<file path="config.mk">
export PLATFORM = sky130hd
export DESIGN_NAME = btn_conditioner
export DESIGN_NICKNAME = d
export VERILOG_FILES = /design/src/rtl/btn_conditioner.sv
export SDC_FILE = /design/constraint.sdc
export NUM_CORES = 1
export LEC_CHECK = 0
export BUFFER_PORTS_ARGS = -buffer_cell sky130_fd_sc_hd__buf_4
export CAP_MARGIN = 20
export CORE_ASPECT_RATIO = 0.9
export CORE_MARGIN = 2
export CORE_UTILIZATION = 55
export CTS_BUF_LIST = sky130_fd_sc_hd__clkbuf_8
export DETAILED_ROUTE_END_ITERATION = 12
export PLACE_DENSITY = 0.76
export SLEW_MARGIN = 20
export SYNTH_ARGS = -nofsm -noshare
export SYNTH_HDL_FRONTEND = slang
export SYNTH_SLANG_ARGS = --single-unit
export TNS_END_PERCENT = 20
</file>
<file path="constraint.sdc">
create_clock -name clk -period 6.1 [get_ports clk]
set_input_delay 0.305 -clock clk [delete_from_list [all_inputs] [get_ports clk]]
set_output_delay 0.305 -clock clk [all_outputs]
set_load 0.005 [all_outputs]
</file>
<file path="src/rtl/btn_conditioner.sv">
// btn_conditioner: four independent push-button channels, each with a 2-flop
// synchronizer, a stability-count debouncer and a press / auto-repeat strobe FSM.
//
// Ports:
//   clk        in   system clock, rising edge
//   rst        in   asynchronous active-high reset
//   btn_in     in   [3:0] raw bouncing button levels (1 = pressed)
//   rep_en     in   [3:0] per-channel auto-repeat enable (synchronous)
//   btn_level  out  [3:0] debounced level (registered)
//   btn_pulse  out  [3:0] single-cycle press / repeat strobe (registered)
module btn_conditioner #(
  parameter int unsigned DB_CYCLES     = 1000000,
  parameter int unsigned REPEAT_DELAY  = 50000000,
  parameter int unsigned REPEAT_PERIOD = 10000000
) (
  input  logic       clk,
  input  logic       rst,
  input  logic [3:0] btn_in,
  input  logic [3:0] rep_en,
  output logic [3:0] btn_level,
  output logic [3:0] btn_pulse
);

  localparam int unsigned N_CH = 4;
  // Intervals below 2 would let two strobes land on adjacent cycles.
  localparam int unsigned DLY_EFF = (REPEAT_DELAY  < 2) ? 2 : REPEAT_DELAY;
  localparam int unsigned PER_EFF = (REPEAT_PERIOD < 2) ? 2 : REPEAT_PERIOD;
  localparam int unsigned REP_MAX = (DLY_EFF > PER_EFF) ? DLY_EFF : PER_EFF;
  localparam int unsigned DB_W    = $clog2(DB_CYCLES) + 1;
  localparam int unsigned REP_W   = $clog2(REP_MAX) + 1;

  typedef enum logic [1:0] {
    ST_IDLE   = 2'd0,
    ST_HOLD   = 2'd1,
    ST_REPEAT = 2'd2
  } state_t;

  for (genvar g = 0; g < N_CH; g++) begin : g_ch
    logic [1:0]       r_sync;
    logic [DB_W-1:0]  r_db_cnt;
    logic             r_level;
    state_t           r_state;
    state_t           w_state_nxt;
    logic [REP_W-1:0] r_rep_cnt;
    logic [REP_W-1:0] w_rep_cnt_nxt;
    logic             r_pulse;
    logic             w_pulse_nxt;
    logic             w_s;
    logic             w_diff;
    logic             w_db_done;
    logic             w_rise;
    logic             w_fall;

    assign w_s       = r_sync[1];
    assign w_diff    = w_s ^ r_level;
    // The level flips on the edge that closes the DB_CYCLES-th differing cycle.
    assign w_db_done = w_diff && (r_db_cnt == DB_W'(DB_CYCLES - 1));
    assign w_rise    = w_db_done && w_s;
    assign w_fall    = w_db_done && !w_s;

    // Synchronizer and debouncer.
    always_ff @(posedge clk or posedge rst) begin
      if (rst) begin
        r_sync   <= 2'b00;
        r_db_cnt <= '0;
        r_level  <= 1'b0;
      end else begin
        r_sync <= {r_sync[0], btn_in[g]};
        if (w_db_done) begin
          r_level  <= w_s;
          r_db_cnt <= '0;
        end else if (w_diff) begin
          r_db_cnt <= r_db_cnt + DB_W'(1);
        end else begin
          r_db_cnt <= '0;
        end
      end
    end

    // Strobe FSM state, interval counter and registered pulse.
    always_ff @(posedge clk or posedge rst) begin
      if (rst) begin
        r_state   <= ST_IDLE;
        r_rep_cnt <= '0;
        r_pulse   <= 1'b0;
      end else begin
        r_state   <= w_state_nxt;
        r_rep_cnt <= w_rep_cnt_nxt;
        r_pulse   <= w_pulse_nxt;
      end
    end

    // Next state: decisions use the debouncer's pending edge so the press
    // strobe lands in the same cycle the level first reads 1.
    always_comb begin
      w_state_nxt   = r_state;
      w_rep_cnt_nxt = r_rep_cnt;
      w_pulse_nxt   = 1'b0;
      case (r_state)
        ST_IDLE: begin
          if (w_rise) begin
            w_state_nxt   = ST_HOLD;
            w_rep_cnt_nxt = '0;
            w_pulse_nxt   = 1'b1;
          end
        end
        ST_HOLD: begin
          if (w_fall) begin
            w_state_nxt   = ST_IDLE;
            w_rep_cnt_nxt = '0;
          end else if (r_rep_cnt == REP_W'(DLY_EFF - 1)) begin
            w_state_nxt   = ST_REPEAT;
            w_rep_cnt_nxt = '0;
            w_pulse_nxt   = rep_en[g];
          end else begin
            w_rep_cnt_nxt = r_rep_cnt + REP_W'(1);
          end
        end
        ST_REPEAT: begin
          // rep_en only masks the strobe; the cadence keeps running.
          if (w_fall) begin
            w_state_nxt   = ST_IDLE;
            w_rep_cnt_nxt = '0;
          end else if (r_rep_cnt == REP_W'(PER_EFF - 1)) begin
            w_rep_cnt_nxt = '0;
            w_pulse_nxt   = rep_en[g];
          end else begin
            w_rep_cnt_nxt = r_rep_cnt + REP_W'(1);
          end
        end
        default: begin
          w_state_nxt   = ST_IDLE;
          w_rep_cnt_nxt = '0;
        end
      endcase
    end

    assign btn_level[g] = r_level;
    assign btn_pulse[g] = r_pulse;
  end

endmodule

</file>
Word level (Yosys, flattened, before mapping) --
Index checks and enable logic that the tools add are counted.
Cells by class: eq/ne operators 32, reductions and logical operators 24, mux-type cells 76, $add $sub $neg 8, bitwise gates (word level) 4
Operator list (count):
- two-way mux 27 bit | 20
- case mux 27 bit (3 select lines) | 4
- two-way mux 21 bit | 8
- adder 27 x 1 -> 27 bit, second input constant | 4
- equality test 27 x 24 -> 1 bit, second input constant | 4
- equality test 27 x 26 -> 1 bit, second input constant | 4
- adder 21 x 1 -> 21 bit, second input constant | 4
- equality test 21 x 20 -> 1 bit, second input constant | 4
- two-way mux 2 bit | 16
- case mux 2 bit (3 select lines) | 4
- two-way mux 1 bit | 20
- != test 2 bit, second input constant | 8
- logical AND 1 bit | 12
- != test 3 bit, second input constant | 4
- case mux 1 bit (3 select lines) | 4
- AND reduction 3 bit | 4
- equality test 2 x 1 -> 1 bit, second input constant | 4
- equality test 2 bit, second input constant | 4
- logical NOT 2 bit | 4
- logical NOT 1 bit | 4
- XOR 1 bit | 4
Storage, ports and cells: input port bits 10, logic and storage cells 168, output and inout port bits 8, register bits after elaboration 216

Longest topological paths before layout --
Gate-level depths: netlist (run 1).
depth in word-level cells 5, gate-level depth with buffers 9, gate-level depth less buffers 7

Worst setup path before layout (run 1) --
Ideal clock, no wire load.
path type register to register, start reg g_ch[1].r_db_cnt[7], end reg g_ch[1].r_rep_cnt[10], library setup time 0.101 ns, data arrival time 2.414 ns, cell stages (with the launch flop) 7, data required time 5.999 ns, clock period less this slack 2.515 ns, buffers on the path 1, path slack 3.585 ns, cell sequence dfrtp_1 -> or4_1 -> or4_4 -> o41a_4 -> nand2b_4 -> buf_6 -> o311ai_2
On the way: cells in the longest elaborated chain, start to end 5, elaborated cells between the ends (all ways) 8, those cells by class 2 x eq/ne; 3 x mux; 3 x reduce/logical
RTL lines:
- start, declared | RTL line 40 | logic [DB_W-1:0] r_db_cnt;
- start signal, assigned | RTL line 73 | r_db_cnt <= r_db_cnt + DB_W'(1);
- equality test 21 x 20 -> 1 bit (*) | RTL line 57 | assign w_db_done = w_diff && (r_db_cnt == DB_W'(DB_CYCLES - 1));
- logical AND 1 bit (*) | RTL line 57
- logical AND 1 bit | RTL line 59 | assign w_fall = w_db_done && !w_s;
- two-way mux 27 bit (on tied branches) | RTL line 121, 108
- case mux 27 bit (3 select lines) | RTL line 99 | case (r_state)
- end signal, assigned | RTL line 88 | r_rep_cnt <= w_rep_cnt_nxt;
- end, declared | RTL line 44 | logic [REP_W-1:0] r_rep_cnt;
Mark *: on every way between the ends. The rest lies on a longest branch, timed or not. A chain may end at the register's enable or synchronous reset.

Worst setup path in the final report (run 1) --
start reg g_ch[0].r_db_cnt[0], end reg g_ch[0].r_rep_cnt[8]
On the way: cells in the longest elaborated chain, start to end 5, elaborated cells between the ends (all ways) 8, those cells by class 2 x eq/ne; 3 x mux; 3 x reduce/logical
RTL lines (RTL line):
- start, declared | 40
- start signal, assigned | 73
- equality test 21 x 20 -> 1 bit (*) | 57
- logical AND 1 bit (*) | 57
- logical AND 1 bit | 59
- two-way mux 27 bit (on tied branches) | 121, 108
- case mux 27 bit (3 select lines) | 99
- end signal, assigned | 88
- end, declared | 44
Marked as above.

==> results of run 1 <==
-- final cells by class --
| type | instances | area, sq um | area share (%) |
|---|---|---|---|
| Tap cell | 291 | 364 | 2.75 |
| Clock inverter | 22 | 204 | 1.54 |
| Inverter | 46 | 176 | 1.33 |
| Clock buffer | 47 | 647 | 4.89 |
| Timing Repair Buffer | 30 | 250 | 1.89 |
| Multi-Input combinational cell | 996 | 6180 | 46.7 |
| Sequential cell | 216 | 5410 | 40.9 |
-- stage by stage --
step	cells	setup WS (ps)	cell area (sq um)
4_1_cts	1648	2890	13200
3_3_place_gp	1574	3040	12300
5_1_grt	1648	2610	13200
6_report	1648	2820	13200
3_5_place_dp	1574	2920	12300
2_1_floorplan	1313	2980	12000
-- sequential cells by signal (all words and copies together) (netlist names) --
signal and flops:
g_ch.r_sync 8, g_ch.r_level 4, g_ch.r_pulse 4, g_ch.r_db_cnt 84, g_ch.r_state 8, g_ch.r_rep_cnt 108
-- per-layer routing --
layer,vias to the layer above,routed length [um],GRT usage (%)
met2,157,11600,36.9
met4,0,416,6.99
li1,4845,-,-
met3,38,1070,3.84
met1,4810,11800,29.6
met5,-,0,0
-- cell families (layout without fill, tap and decap cells) --
logic type	Yosys count	after routing	synth area share, %
xor gates and xnor gates	78	78	5.70
buffers and inverters	101	145	3.58
and+or+nand+nor	679	679	29.1
adders and majority gates	24	24	2.51
DFF	216	216	45.1
muxes	7	7	0.616
AOI/OAI and AO/OA	208	208	13.4
-- cell usage in the layout (no fill, tap or decap), types with 18 or more instances in the layout --
cell type / n
dfrtp_1: 216
nand2_1: 166
nand3_1: 142
nor2_1: 119
inv_1: 56
xor2_1: 54
nand4_1: 48
clkbuf_8: 47
o21ai_0: 41
and3_1: 33
nor3_1: 27
xnor2_1: 24
ha_1: 24
buf_4: 24
o311ai_0: 22
nor4_1: 19
or3_1: 19
or4_1: 18
a21oi_1: 18
-- report_power, final --
group	internal, mW	leakage, nW	switching, mW
registers	1.44	2.99	0.00982
logic	0.0153	1.93	0.0445
clock network	0.869	0.469	0.606
-- worst max-delay path: stages (launching register included) --
cell and delay, ps:
dfrtp_1 420, ha_1 270, and2_1 160, and4b_1 260, a21boi_0 260, o21a_1 710
nand2_1 540, o311ai_0 520
-- path summary, 6_finish.rpt --
| check | start | end | slack, ps |
|---|---|---|---|
| max | g_ch[0].r_db_cnt[0]$_DFF_PP0_ | g_ch[0].r_rep_cnt[8]$_DFFE_PP0P_ | 2820 |
| min | rep_en[3] | g_ch[3].r_pulse$_DFF_PP0_ | 100 |
| max reg2reg | g_ch[0].r_db_cnt[0]$_DFF_PP0_ | g_ch[0].r_rep_cnt[8]$_DFFE_PP0P_ | 2820 |
| min reg2reg | g_ch[1].r_sync[0]$_DFF_PP0_ | g_ch[1].r_sync[1]$_DFF_PP0_ | 350 |
| max in group asynchronous | rst | g_ch[2].r_db_cnt[17]$_DFF_PP0_ | 4130 |
| min in group asynchronous | rst | g_ch[3].r_rep_cnt[9]$_DFFE_PP0P_ | 500 |
-- cell usage after synthesis (7+ instances only) --
| master | instances | area, sq um |
|---|---|---|
| dfrtp_1 | 216 | 5410 |
| nand2_1 | 166 | 623 |
| nand3_1 | 142 | 711 |
| nor2_1 | 119 | 447 |
| xor2_1 | 54 | 473 |
| nand4_1 | 48 | 300 |
| inv_1 | 46 | 173 |
| o21ai_0 | 41 | 205 |
| clkbuf_1 | 39 | 146 |
| and3_1 | 33 | 206 |
| nor3_1 | 27 | 135 |
| ha_1 | 24 | 300 |
| xnor2_1 | 24 | 210 |
| o311ai_0 | 22 | 193 |
| nor4_1 | 20 | 125 |
| or3_1 | 19 | 119 |
| a21oi_1 | 18 | 90.1 |
| or4_1 | 18 | 135 |
| and2_1 | 16 | 100 |
| and4_1 | 16 | 140 |
| o31ai_1 | 15 | 113 |
| a31oi_1 | 13 | 81.3 |
| a22o_1 | 12 | 105 |
| nand2b_1 | 12 | 75.1 |
| o311ai_2 | 12 | 195 |
| o311ai_1 | 9 | 78.8 |
| buf_4 | 8 | 60.1 |
| o211ai_1 | 8 | 60.1 |
| nor4b_1 | 7 | 61.3 |
| o21a_1 | 7 | 52.6 |
| o22ai_1 | 7 | 43.8 |
| or2_2 | 7 | 43.8 |
==> impl_results.md, run 1 <==
- Status: finished, final reports clean
- CTS tree: built
- Post-CTS Setup Bufs: 0
- Synth cell types: 73
- Via-per-instance ratio: roughly 6
- Final-layout fill cell count: roughly 1800
- Average wire per standard cell: 15.1 um
- First DRT Iteration DRCs: 704
- RSZ-0062 raised after global routing: false
- Post-CTS Resized: 0
- CP endpoint kind: flip-flop
- Largest net degree at the start of global routing: 180
- Core area: 21500 sq um
- Crit Path Max Fanout: 21
- Post-detail-place hpwl: ~16000 um
- DRT Pass-1 Iters: 5
- Post-DRT Antenna Nets: 0
- Hold path cells: 3
- Die Y: 144 um
- Peak VDD IR: between 150 and 200 uV
- Die ar.: roughly 23000 sq um
- Clock Skew: around 19 ps
- Synthesis-stage register bit count: between 200 and 250
- Initial Utilization: between 50% and 60%
- # H-tree levels: 2
- Hold-fix buffers at CTS: 5
- Max clock buf depth: 3
- Total global-route track usage: ~22%
- Reg2reg path depth: 7
- First-pass GRT wire length: between 40000 and 50000 um
- Aggregate global routing overflow: 0
- CTS clk-pin slew, worst paths: 60 ps
- I/O pins: 18
- Initial antenna violation count: 0
- Arr. time, crit path: approximately 3700 ps
- Vias in the first global route: approximately 9500
- DIE WIDTH: between 150 and 200 um
- Synth Flop Type: dfrtp_1
- Asr flop ratio synth: 100%
- # clock sinks: 216
- DRC violations left: 0
- Final setup viols: 0
- Pwr per Cell Area: approximately 230 nW/um^2
- Inserted Diodes: 0
- Gpl congestion: approximately 0.8
- Final nets: about 1400
- Via count: about 9900
- Startpoint Class: flip-flop
- Period Utilization, post-route: a little over half
- Count of pins over their slew limit: 0
- Syn nets: roughly 1300
- Total chip power: approximately 3 mW
- Post-synth EDFFs: 0
- Avg Cell Area, Syn: 9.13 sq um
- Tmin final: around 3300 ps
- Clk_lat worst skew: around 530 ps
- Worst Max-Slew Pin Slew: 1070 ps
- Area grow syn2layout: 10.3%
- Hold WC Path Type: input pin to flip-flop
- WP data required: between 6000 and 7000 ps
- Cts bufs inserted: 39
- Sequential-to-total area share from yosys stat: between 40% and 50%
- Max-slew headroom: between 20 and 30%
- # port buffers: 17
- Drt total wl: ~25000 um
- Worst hold slack: 105 ps
- Final core occ: 61.5%
- Layout cells sized above 1: 8.77%
- Mapped Cells: ~1300
- Clk root buf: clkbuf_8
- Critical path type: flip-flop to flip-flop
- Setup TNS: 0 ps
- Yosys Warn Count: 0
- Pleak: 5.39 nW
- Achievable Freq: 0.304 GHz
- Final hold viol count: 0
- Mapped Area: approximately 12000 sq um
- Max cap viols: 0
- Std cell rows: 51
Note: power is estimated with default switching activity, not from simulation.
==> run 2, diff against run 1 <==
Settings changed: PLACE_DENSITY 0.76 to 0.73.
Clock period 6.1 ns to 3.4 ns, I/O delays scaled along.
==> run 2 against run 1 <==
Net effect:
- sequential power up 80%
- fmax up 5.4%
- routed wire length down 0.83%
- power up 81%
- hold slack worse by 41 ps
- non-clock buffer count up 7
- global-route usage up 0.18 points
==> impl_results.md, run 2 (synthesis gave the netlist of run 1 again) <==
- Status: finished, final reports clean
- Crit-path most repeated cell: buf_6
- Critical path type: flip-flop to flip-flop
- Crit Path Max Fanout: 23 (+9.5%)
- # clock sinks: 216 (unchanged)
- Post-CTS Resized: 0 (unchanged)
- First DRT Iteration DRCs: 655 (-7.0%)
- Total chip power: 5.42 mW (+81%)
- Post-CTS Setup Bufs: 0 (unchanged)
- # port buffers: 17 (unchanged)
- DIE WIDTH: 160 um (unchanged)
- DRT Pass-1 Iters: 5 (unchanged)
- Post-DRT Antenna Nets: 0 (unchanged)
- Final nets: 1370 (+0.51%)
- Layout cells sized above 1: 9.45% (+0.68 points)
- Die ar.: 23000 sq um (unchanged)
- Pwr per Cell Area: 406 nW/um^2 (+80%)
- Initial Utilization: 55.7% (unchanged)
- Cts bufs inserted: 39 (unchanged)
- Std cell rows: 51 (unchanged)
- Average wire per standard cell: 14.9 um (-1.3%)
- Worst Max-Slew Pin Slew: 840 ps (-228 ps)
- Aggregate global routing overflow: 0 (unchanged)
- Final setup viols: 0 (unchanged)
- Core area: 21500 sq um (unchanged)
- Drt total wl: 24700 um (-0.83%)
- Count of pins over their slew limit: 0 (unchanged)
- RSZ-0062 raised after global routing: false
- WP data required: 3760 ps (-2720 ps)
- Placed Instance Area: 12400 sq um (+0.48%)
- Hold-fix buffers at CTS: 7 (+2)
- Max-slew headroom: 43.7% (+15 points)
- Max cap viols: 0 (unchanged)
- I/O pins: 18 (unchanged)
- # H-tree levels: 2 (unchanged)
- Setup TNS: 0 ps (unchanged)
- Most common cell after layout, fill and taps aside: dfrtp_1
- Hold WC Path Type: input pin to flip-flop
- Die Y: 144 um (unchanged)
- Place WS: 316 ps (-2610 ps)
- Crit path cell chain: or4_1 -> or4_4 -> nor4b_2 -> a211oi_4 -> buf_6 -> buf_6 -> nand2b_4 -> o311ai_0
- Largest regs: g_ch.r_rep_cnt (108), g_ch.r_db_cnt (84)
- Gpl congestion: 0.788 (-4.3%)
- Final core occ: 62.0% (+0.54 points)
- CTS tree: built
- Achievable Freq: 0.321 GHz (+5.4%)
- Inserted Diodes: 0 (unchanged)
- Layout Cells excl Fill: 1656 (+0.49%)
- Post-detail-place hpwl: 15900 um (-0.27%)
- Initial antenna violation count: 0 (unchanged)
- Via-per-instance ratio: 5.93 (-0.72%)
- Min setup slack post-route: 283 ps (-2530 ps)
- Final hold viol count: 0 (unchanged)
- Final instance area: 13300 sq um (+0.87%)
- Max FFs per register: 108 (unchanged)
- Arr. time, crit path: 3480 ps (-190 ps)
- CTS clk-pin slew, worst paths: 60 ps (about the same)
- Clk root buf: clkbuf_8
- Period Utilization, post-route: 91.7% (+38 points)
- Peak VDD IR: 331 uV (+110%)
- Final-layout fill cell count: 1854 (+0.27%)
- Clock Skew: 16.0 ps (-2.60 ps)
- Worst hold slack: 63.7 ps (-41.1 ps)
- Max clock buf depth: 3 (unchanged)
- Largest net degree at the start of global routing: 136 (-24%)
- Tmin final: 3120 ps (-167 ps)
- Area grow syn2layout: 11.3%
- Vias in the first global route: 9459 (-0.011%)
- Slowest cell on crit path: or4_4
- Startpoint Class: flip-flop
- DRC violations left: 0 (unchanged)
- Clk_lat worst skew: 530 ps (about the same)
- Placed Cells incl. Taps: 1579 (+0.32%)
- Most frequent cells in the layout: 216 x dfrtp_1, 166 x nand2_1, 142 x nand3_1
- CP endpoint kind: flip-flop
- First-pass GRT wire length: 43800 um (+1.1%)
- Biggest register: g_ch.r_rep_cnt
- Total global-route track usage: 22.2% (+0.18 points)
- Via count: 9827 (-0.23%)
- Pleak: 5.44 nW (+1.0%)
- CP peak stage delay: 570 ps (-140 ps)
## run 2: cell types whose count changed in the layout (fill, tap and decap cells not counted), moves of 2 or more
cell | previous run | this run
buf_4 | 24 | 26
buf_6 | 0 | 2
bufinv_16 | 4 | 2
clkbuf_8 | 47 | 56
clkinvlp_4 | 4 | 2
dlygate4sd3_1 | 5 | 7
inv_1 | 56 | 51
## run 2: power by group
group          internal (mW)  switching (mW)
Sequential              2.59          0.0177
Clock                   1.61            1.09
Combinational         0.0317          0.0808
## run 2: final cells by class
cell class	count	area [sq um]	share of cell area, %
multi-input cells	996	6180	46.3
repair buffers	37	328	2.46
inverters	46	176	1.32
clock buffers	56	771	5.78
clock inverters	14	115	0.863
well taps	291	364	2.73
flip-flops and latches	216	5410	40.5
## run 2: worst paths after layout
kind,startpoint,endpoint,slack (ps),cells past startpoint
hold / removal,rep_en[2],g_ch[2].r_pulse$_DFF_PP0_,60,4
setup / recovery,g_ch[1].r_db_cnt[7]$_DFF_PP0_,g_ch[1].r_rep_cnt[23]$_DFFE_PP0P_,280,8
min in group asynchronous,rst,g_ch[0].r_sync[1]$_DFF_PP0_,360,4
setup reg to reg,g_ch[1].r_db_cnt[7]$_DFF_PP0_,g_ch[1].r_rep_cnt[23]$_DFFE_PP0P_,280,8
max in group asynchronous,rst,g_ch[1].r_rep_cnt[20]$_DFFE_PP0P_,2400,4
hold reg to reg,g_ch[0].r_sync[0]$_DFF_PP0_,g_ch[0].r_sync[1]$_DFF_PP0_,340,0
## run 2: critical path, delay by kind of cell, from the launching register on
family                 cells  cell delay [ps]
AO/OA/AOI/OAI              2              360
flip-flops                 1              410
AND/OR/NAND/NOR            4             1850
buffers and inverters      2              330
## run 2: per-layer routing
layer | vias up | GRT usage (%) | share of wire [%]
met3 | 34 | 3.58 | 4.0
met1 | 4792 | 31.1 | 48
met2 | 158 | 36.3 | 46
met5 | - | 0 | 0
li1 | 4843 | - | -
met4 | 0 | 6.27 | 1.5
